<file path="config.mk">
export PLATFORM = sky130hd
export DESIGN_NAME = int_cascade
export DESIGN_NICKNAME = d
export VERILOG_FILES = /design/src/rtl/int_cascade.sv
export SDC_FILE = /design/constraint.sdc
export NUM_CORES = 1
export LEC_CHECK = 0
export ABC_AREA = 1
export BUFFER_PORTS_ARGS = -buffer_cell sky130_fd_sc_hd__buf_2
export CAP_MARGIN = 20
export CORE_MARGIN = 2
export CORE_UTILIZATION = 52
export CTS_BUF_LIST = sky130_fd_sc_hd__clkbuf_2 sky130_fd_sc_hd__clkbuf_4 sky130_fd_sc_hd__clkbuf_8
export DETAILED_ROUTE_END_ITERATION = 12
export PLACE_DENSITY_LB_ADDON = 0.3
export SYNTH_ARGS = -nofsm -noshare
export SYNTH_HDL_FRONTEND = slang
export SYNTH_SLANG_ARGS = --single-unit
export TNS_END_PERCENT = 50
</file>
<file path="constraint.sdc">
create_clock -name i_clk -period 2.4 [get_ports i_clk]
set_input_delay 0.72 -clock i_clk [delete_from_list [all_inputs] [get_ports i_clk]]
set_output_delay 0.72 -clock i_clk [all_outputs]
set_load 0.02 [all_outputs]
</file>
<file path="src/rtl/int_cascade.sv">
// Cascade of N_ORDER signed integrators with wrap/saturate arithmetic, clear and fill tracking.
// Define INT_CASCADE_SAT_EN to compile in the saturate datapath and the sticky o_ovf flag.
module int_cascade #(
  parameter int unsigned I_WIDTH = 8,
  parameter int unsigned N_ORDER = 3,
  parameter int unsigned O_WIDTH = 24
) (
  input  logic                      i_clk,
  input  logic                      i_rst_n,
  input  logic                      i_en,
  input  logic                      i_clr,
  input  logic                      i_sat,
  input  logic signed [I_WIDTH-1:0] i_x,
  output logic signed [O_WIDTH-1:0] o_y,
  output logic                      o_valid,
  output logic                      o_ovf
);

  if (O_WIDTH < I_WIDTH + 1) begin : g_bad_width
    $error("int_cascade: O_WIDTH must be at least I_WIDTH+1");
  end
  if (N_ORDER < 1 || N_ORDER > 8) begin : g_bad_order
    $error("int_cascade: N_ORDER must be in 1..8");
  end

  localparam int unsigned CntW = $clog2(N_ORDER + 1);
  localparam logic [CntW-1:0] CntMax = CntW'(N_ORDER);
  localparam logic signed [O_WIDTH-1:0] AccMax = {1'b0, {(O_WIDTH-1){1'b1}}};
  localparam logic signed [O_WIDTH-1:0] AccMin = {1'b1, {(O_WIDTH-1){1'b0}}};

  logic signed [O_WIDTH-1:0] acc_q   [N_ORDER];
  logic signed [O_WIDTH-1:0] acc_d   [N_ORDER];
  logic signed [O_WIDTH-1:0] acc_upd [N_ORDER];
  logic signed [O_WIDTH:0]   addend  [N_ORDER];
  logic signed [O_WIDTH:0]   sum     [N_ORDER];
  logic [N_ORDER-1:0]        clamp;
  logic [CntW-1:0]           cnt_q, cnt_d;
  logic                      ovf_q, ovf_d;

  // Each stage adds the previous stage's pre-edge register, one guard bit wide.
  always_comb begin
    addend[0] = {{(O_WIDTH + 1 - I_WIDTH){i_x[I_WIDTH-1]}}, i_x};
    for (int k = 1; k < N_ORDER; k++) begin
      addend[k] = {acc_q[k-1][O_WIDTH-1], acc_q[k-1]};
    end
  end

  always_comb begin
    clamp = '0;
    for (int k = 0; k < N_ORDER; k++) begin
      sum[k]     = {acc_q[k][O_WIDTH-1], acc_q[k]} + addend[k];
      acc_upd[k] = sum[k][O_WIDTH-1:0];
`ifdef INT_CASCADE_SAT_EN
      // Guard bit disagreeing with the MSB means the sum left the O_WIDTH range.
      if (i_sat && (sum[k][O_WIDTH] != sum[k][O_WIDTH-1])) begin
        clamp[k]   = 1'b1;
        acc_upd[k] = sum[k][O_WIDTH] ? AccMin : AccMax;
      end
`endif
    end
  end

  always_comb begin
    acc_d = acc_q;
    cnt_d = cnt_q;
    ovf_d = ovf_q;
    if (i_clr) begin
      for (int k = 0; k < N_ORDER; k++) begin
        acc_d[k] = '0;
      end
      cnt_d = '0;
      ovf_d = 1'b0;
    end else if (i_en) begin
      acc_d = acc_upd;
      if (cnt_q != CntMax) begin
        cnt_d = cnt_q + 1'b1;
      end
      ovf_d = ovf_q | (|clamp);
    end
  end

  always_ff @(posedge i_clk) begin
    if (!i_rst_n) begin
      for (int k = 0; k < N_ORDER; k++) begin
        acc_q[k] <= '0;
      end
      cnt_q <= '0;
      ovf_q <= 1'b0;
    end else begin
      acc_q <= acc_d;
      cnt_q <= cnt_d;
      ovf_q <= ovf_d;
    end
  end

  assign o_y     = acc_q[N_ORDER-1];
  assign o_valid = (cnt_q == CntMax);

`ifdef INT_CASCADE_SAT_EN
  assign o_ovf = ovf_q;
`else
  logic unused_sig;
  assign unused_sig = ^{i_sat, ovf_q};
  assign o_ovf = 1'b0;
`endif

endmodule

</file>
# Yosys cells after proc, flatten, opt, wreduce, memory -nomap -nowiden

Cells that the tools add are included.

Register bits after elaboration: 74
Input bits: 13
Output and inout bits: 26
Word-level logic and storage cells: 13

Add/sub/neg operators: 4
Equality and inequality tests: 2
Bitwise logic cells: 1
Reduce and logical (&&, ||, !) cells: 2

Operators by type and width:

| operator                                                      | count |
|---|---|
| 24-bit adder                                                  | 2 |
| 24-bit by 8-bit adder with 24-bit output                      | 1 |
| 2-bit by 1-bit adder with 2-bit output, second input constant | 1 |
| 2-bit equality test, second input constant                    | 1 |
| 2-bit inequality test, second input constant                  | 1 |
| 2-bit AND reduction                                           | 1 |
| 2-bit OR reduction                                            | 1 |
| 1-bit NOT                                                     | 1 |

# Depth between registers and ports, before layout

Word-level depth: 2
Depth in mapped cells: 13
Gate-level depth less buffers: 13

# Least setup slack after synthesis

OpenSTA, ideal clock, no wires.

Path kind: input-to-reg
Start: in i_x[0]
End: reg acc_q[60] (netlist bit)
Setup time: 0.113 ns
Data arrival time: 2.030 ns
Data required time: 2.287 ns
Path slack: 0.257 ns
Stages: 12
Buffers on the path: 0
Path through: ha_1 > fa_1 > nand2_1 > nand2_1 > nand2_1 > o21ai_2 > nand2_1 > nand2_1 > nand2_1 > nand2_1 > o21ai_1 > inv_1

Longest elaborated chain between the ends: 1

RTL lines:

| item                                     | line | text |
|---|---|---|
| start, declared                          | 13   | `input logic signed [I_WIDTH-1:0] i_x,` |
| 24-bit by 8-bit adder with 24-bit output | 51   | `sum[k] = {acc_q[k][O_WIDTH-1], acc_q[k]} + addend[k];` |
| end signal, assigned by index            | 85   | `acc_q[k] <= '0;` |
| end signal, assigned                     | 90   | `acc_q <= acc_d;` |
| end, declared                            | 31   | `logic signed [O_WIDTH-1:0] acc_q [N_ORDER];` |

Every way passes these cells.
A chain may end at the register's enable or synchronous reset.

# Worst setup path in the final report

Start: in i_x[7]
End: reg acc_q[69] (netlist bit)

Same word-level chain as after synthesis.

==> results.ini <==
[timing]
slew_violations = 0
finalHoldViolations = 0
rsz0062_at_grt = no
finalSetupViolCount = 0
max_freq_ghz = 0.4896
skew_ps = 12.28
worst_hold_slack_ps = 487.9
finalCritPeriodShare_pct = 85.10
period_needed_ps = 2042
finalWorstSetupSlack_ps = 357.5

[yosys]
yosys.area.top_type = nand2_1
synth_nets = 1565
ys_ff_latch = 74
yosys_warnings = 0
synthTopCellsByArea = nand2_1, dfxtp_1, inv_1, ha_1, nor2_1
syn_avg_cell_area_um2 = 5.459
netlist.area_leader.share_pct = 23.20
yosysSeqAreaShare_pct = 18.35
synth_cells = 1479
synth_cell_type_count = 29
synth.cell_area_um2 = 8074

[global_route]
gr-total-overflow = 0
first_global_vias = 7321
antenna_found_initial = 0
gr-usage-all-layers_pct = 24.43
grt_max_degree = 69
grt_pass1_wl_um = 32440

[setup_path]
slowest_delay_ps = 350
critPathRequiredTime_ps = 2670
critical-path-top-delay-family = simple AND/OR/NAND/NOR gates
crit_slowest_cell = ha_1
path_class = input port to register
end_kind = register
cp-start-kind = input port
cp_max_fo = 17
crit_arrival_ps = 2320
crit_chain = buf_2, ha_1, nand2_1, inv_1, a21oi_1, nand2_1, nand2_1, nand3_1, nand2_1, nand3_1, nand2_1, inv_1
worst_path_most_repeated_cell = nand2_1
path_buf_inv = 3

[pwr]
switchingPower_mw = 1.052
peakVddDrop_v = 0.0002927
seqPwrFrac_pct = 43.1
power.density_nw_per_um2 = 361.3
p_leak_nw = 5.460
combPwrFrac_pct = 25.1
swShare_pct = 33.95
pwr-share-clk_pct = 31.9
internal-power_mw = 2.046

[detailed_routing]
vias = 8131
drtIter0Drc = 471
routedWlPerCell_um = 11.46
drt_wl_total_um = 19350
postRouteAntennaNets = 0
dr.pass1.iters = 5
routed_via_density = 4.817
drc = 0

[clocking]
cts_tree = yes
ctsHtreeMaxLevel = 3
postCtsSetupRepairBufs = 0
path_clk_slew_ps = 70
clock-sinks = 74
cts-hold-fix-buffers = 0
max-clock-path-buffers = 2
clk_latency_ps = 380
cts_resized = 0
cts-buffers-inserted = 9
cts-root-buf = clkbuf_8

[die]
die_y_um = 128.6
fp-row-count = 45
core_region_area_um2 = 15200
die_area_um2 = 16540
boundaryPins = 39
die_width_um = 128.6
initial_core_util_pct = 53.11

[outcome]
status = finished clean

[placement]
dpl.hpwl_um = 15820
numPortBuffers = 36
gp_congestion = 0.9486
place_inst = 1673
dp_worst_setup_slack_ps = -33.28

[flow_run]
drv_cap = 0

[finish]
final_nets = 1582
syn2layout_area_growth_pct = 6.168
n_antenna_cell = 0
drive_above_1_share_pct = 6.467
finalNonFillerCells = 1688
fillers = 1616
final_core_util_pct = 56.39

[worst_hold_path]
hp-class = register to register

[per-stage QoR]
step                      setup TNS [ps]  instance area [µm²]  power [mW]
after floorplan                        0                 8074       1.953
after global placement            -93.43                 8381       2.123
after detailed placement          -134.4                 8381       2.138
after CTS                              0                 8572       3.128
after global routing                   0                 8572       3.308
final                                  0                 8572       3.097
[cell usage after synthesis (all sizes together)]
cell type  instances
o21ai             48
dfxtp             74
nand3b             6
inv              297
xor2              24
nand2            509
conb               1
nor3               6
nand4             15
buf               36
a21o               3
nor2             237
ha                70
clkbuf            11
or2                3
nand3             80
xnor2              6
a21oi             50
fa                 3
[power by group through the flow]
stage          Sequential [mW]  Clock, mW  Combinational, mW
2_1_floorplan             1.34          0              0.614
3_3_place_gp              1.36          0              0.762
3_5_place_dp              1.36          0              0.775
4_1_cts                   1.33       1.02              0.778
5_1_grt                   1.34       1.07              0.893
6_report                  1.33      0.987              0.776
[cells in the final DEF, fill, tap and decap left out, types with 4 or more instances in the layout]
cell type,count
xnor2_1,6
nand2_1,499
clkbuf_8,9
ha_1,70
dfxtp_1,74
o21ai_0,36
nor2_1,228
nand3b_1,6
a21oi_1,49
nand2_2,10
o21ai_1,9
nor2_4,4
buf_2,35
inv_1,294
xor2_1,24
nand3_1,77
nor2_2,5
buf_4,15
nand4_1,15
nor3_1,6
[worst reg2reg max path, stage by stage, from the launching register on]
cell,delay [ps]
dfxtp_1,350
ha_1,250
fa_1,460
nand2_1,90
nand2_1,70
nand2_1,140
o21ai_2,100
nand2_1,120
nand2_1,60
nand2_1,50
nand3_1,110
nand2_1,90
inv_1,30
[logic make-up (layout without fill, tap and decap cells)]
logic type      after synthesis  after routing  share of synthesized area [%]
fa+ha+maj                    73             73                          11.59
other cells                   1              1                        0.04645
buf+inv                     344            365                          17.23
compound gates              101            101                          6.540
simple gates                856            856                          42.99
flops                        74             74                          18.35
xor+xnor                     30             30                          3.254
[registers in the layout, summed over array words and instances, names as in the netlist]
signal,flops
cnt_q,2
o_y,24
acc_q,48
[metal layers]
layer,global-route usage (%),part of all wire [%],vias up
met4,11.25,3.5,0
li1,-,-,4464
met5,0,0,-
met2,43.30,47,127
met1,29.55,47,3493
met3,2.952,2.8,47
[area by class of cell]
cell class                      instances  area, µm²  share of cell area, %
Multi-Input combinational cell       1061       5201                  60.68
Sequential cell                        74       1481                  17.28
Inverter                              297       1115                  13.01
Timing Repair Buffer                   53      347.8                  4.058
Tap cell                              188      235.2                  2.744
Clock buffer                            9      123.9                  1.445
Clock inverter                          6      67.56                 0.7882
[worst paths after layout]
check        slack [ps]                    from  cells after the start                      to
max reg2reg         400  acc_q[24]$_SDFFE_PP0P_                     12    o_y[16]$_SDFFE_PP0P_
min                 490   cnt_q[0]$_SDFFE_PP0P_                      2   cnt_q[0]$_SDFFE_PP0P_
min reg2reg         490   cnt_q[0]$_SDFFE_PP0P_                      2   cnt_q[0]$_SDFFE_PP0P_
max                 360                  i_x[7]                     12  acc_q[69]$_SDFFE_PP0P_
No activity file was read; power rests on OpenSTA's default activity.
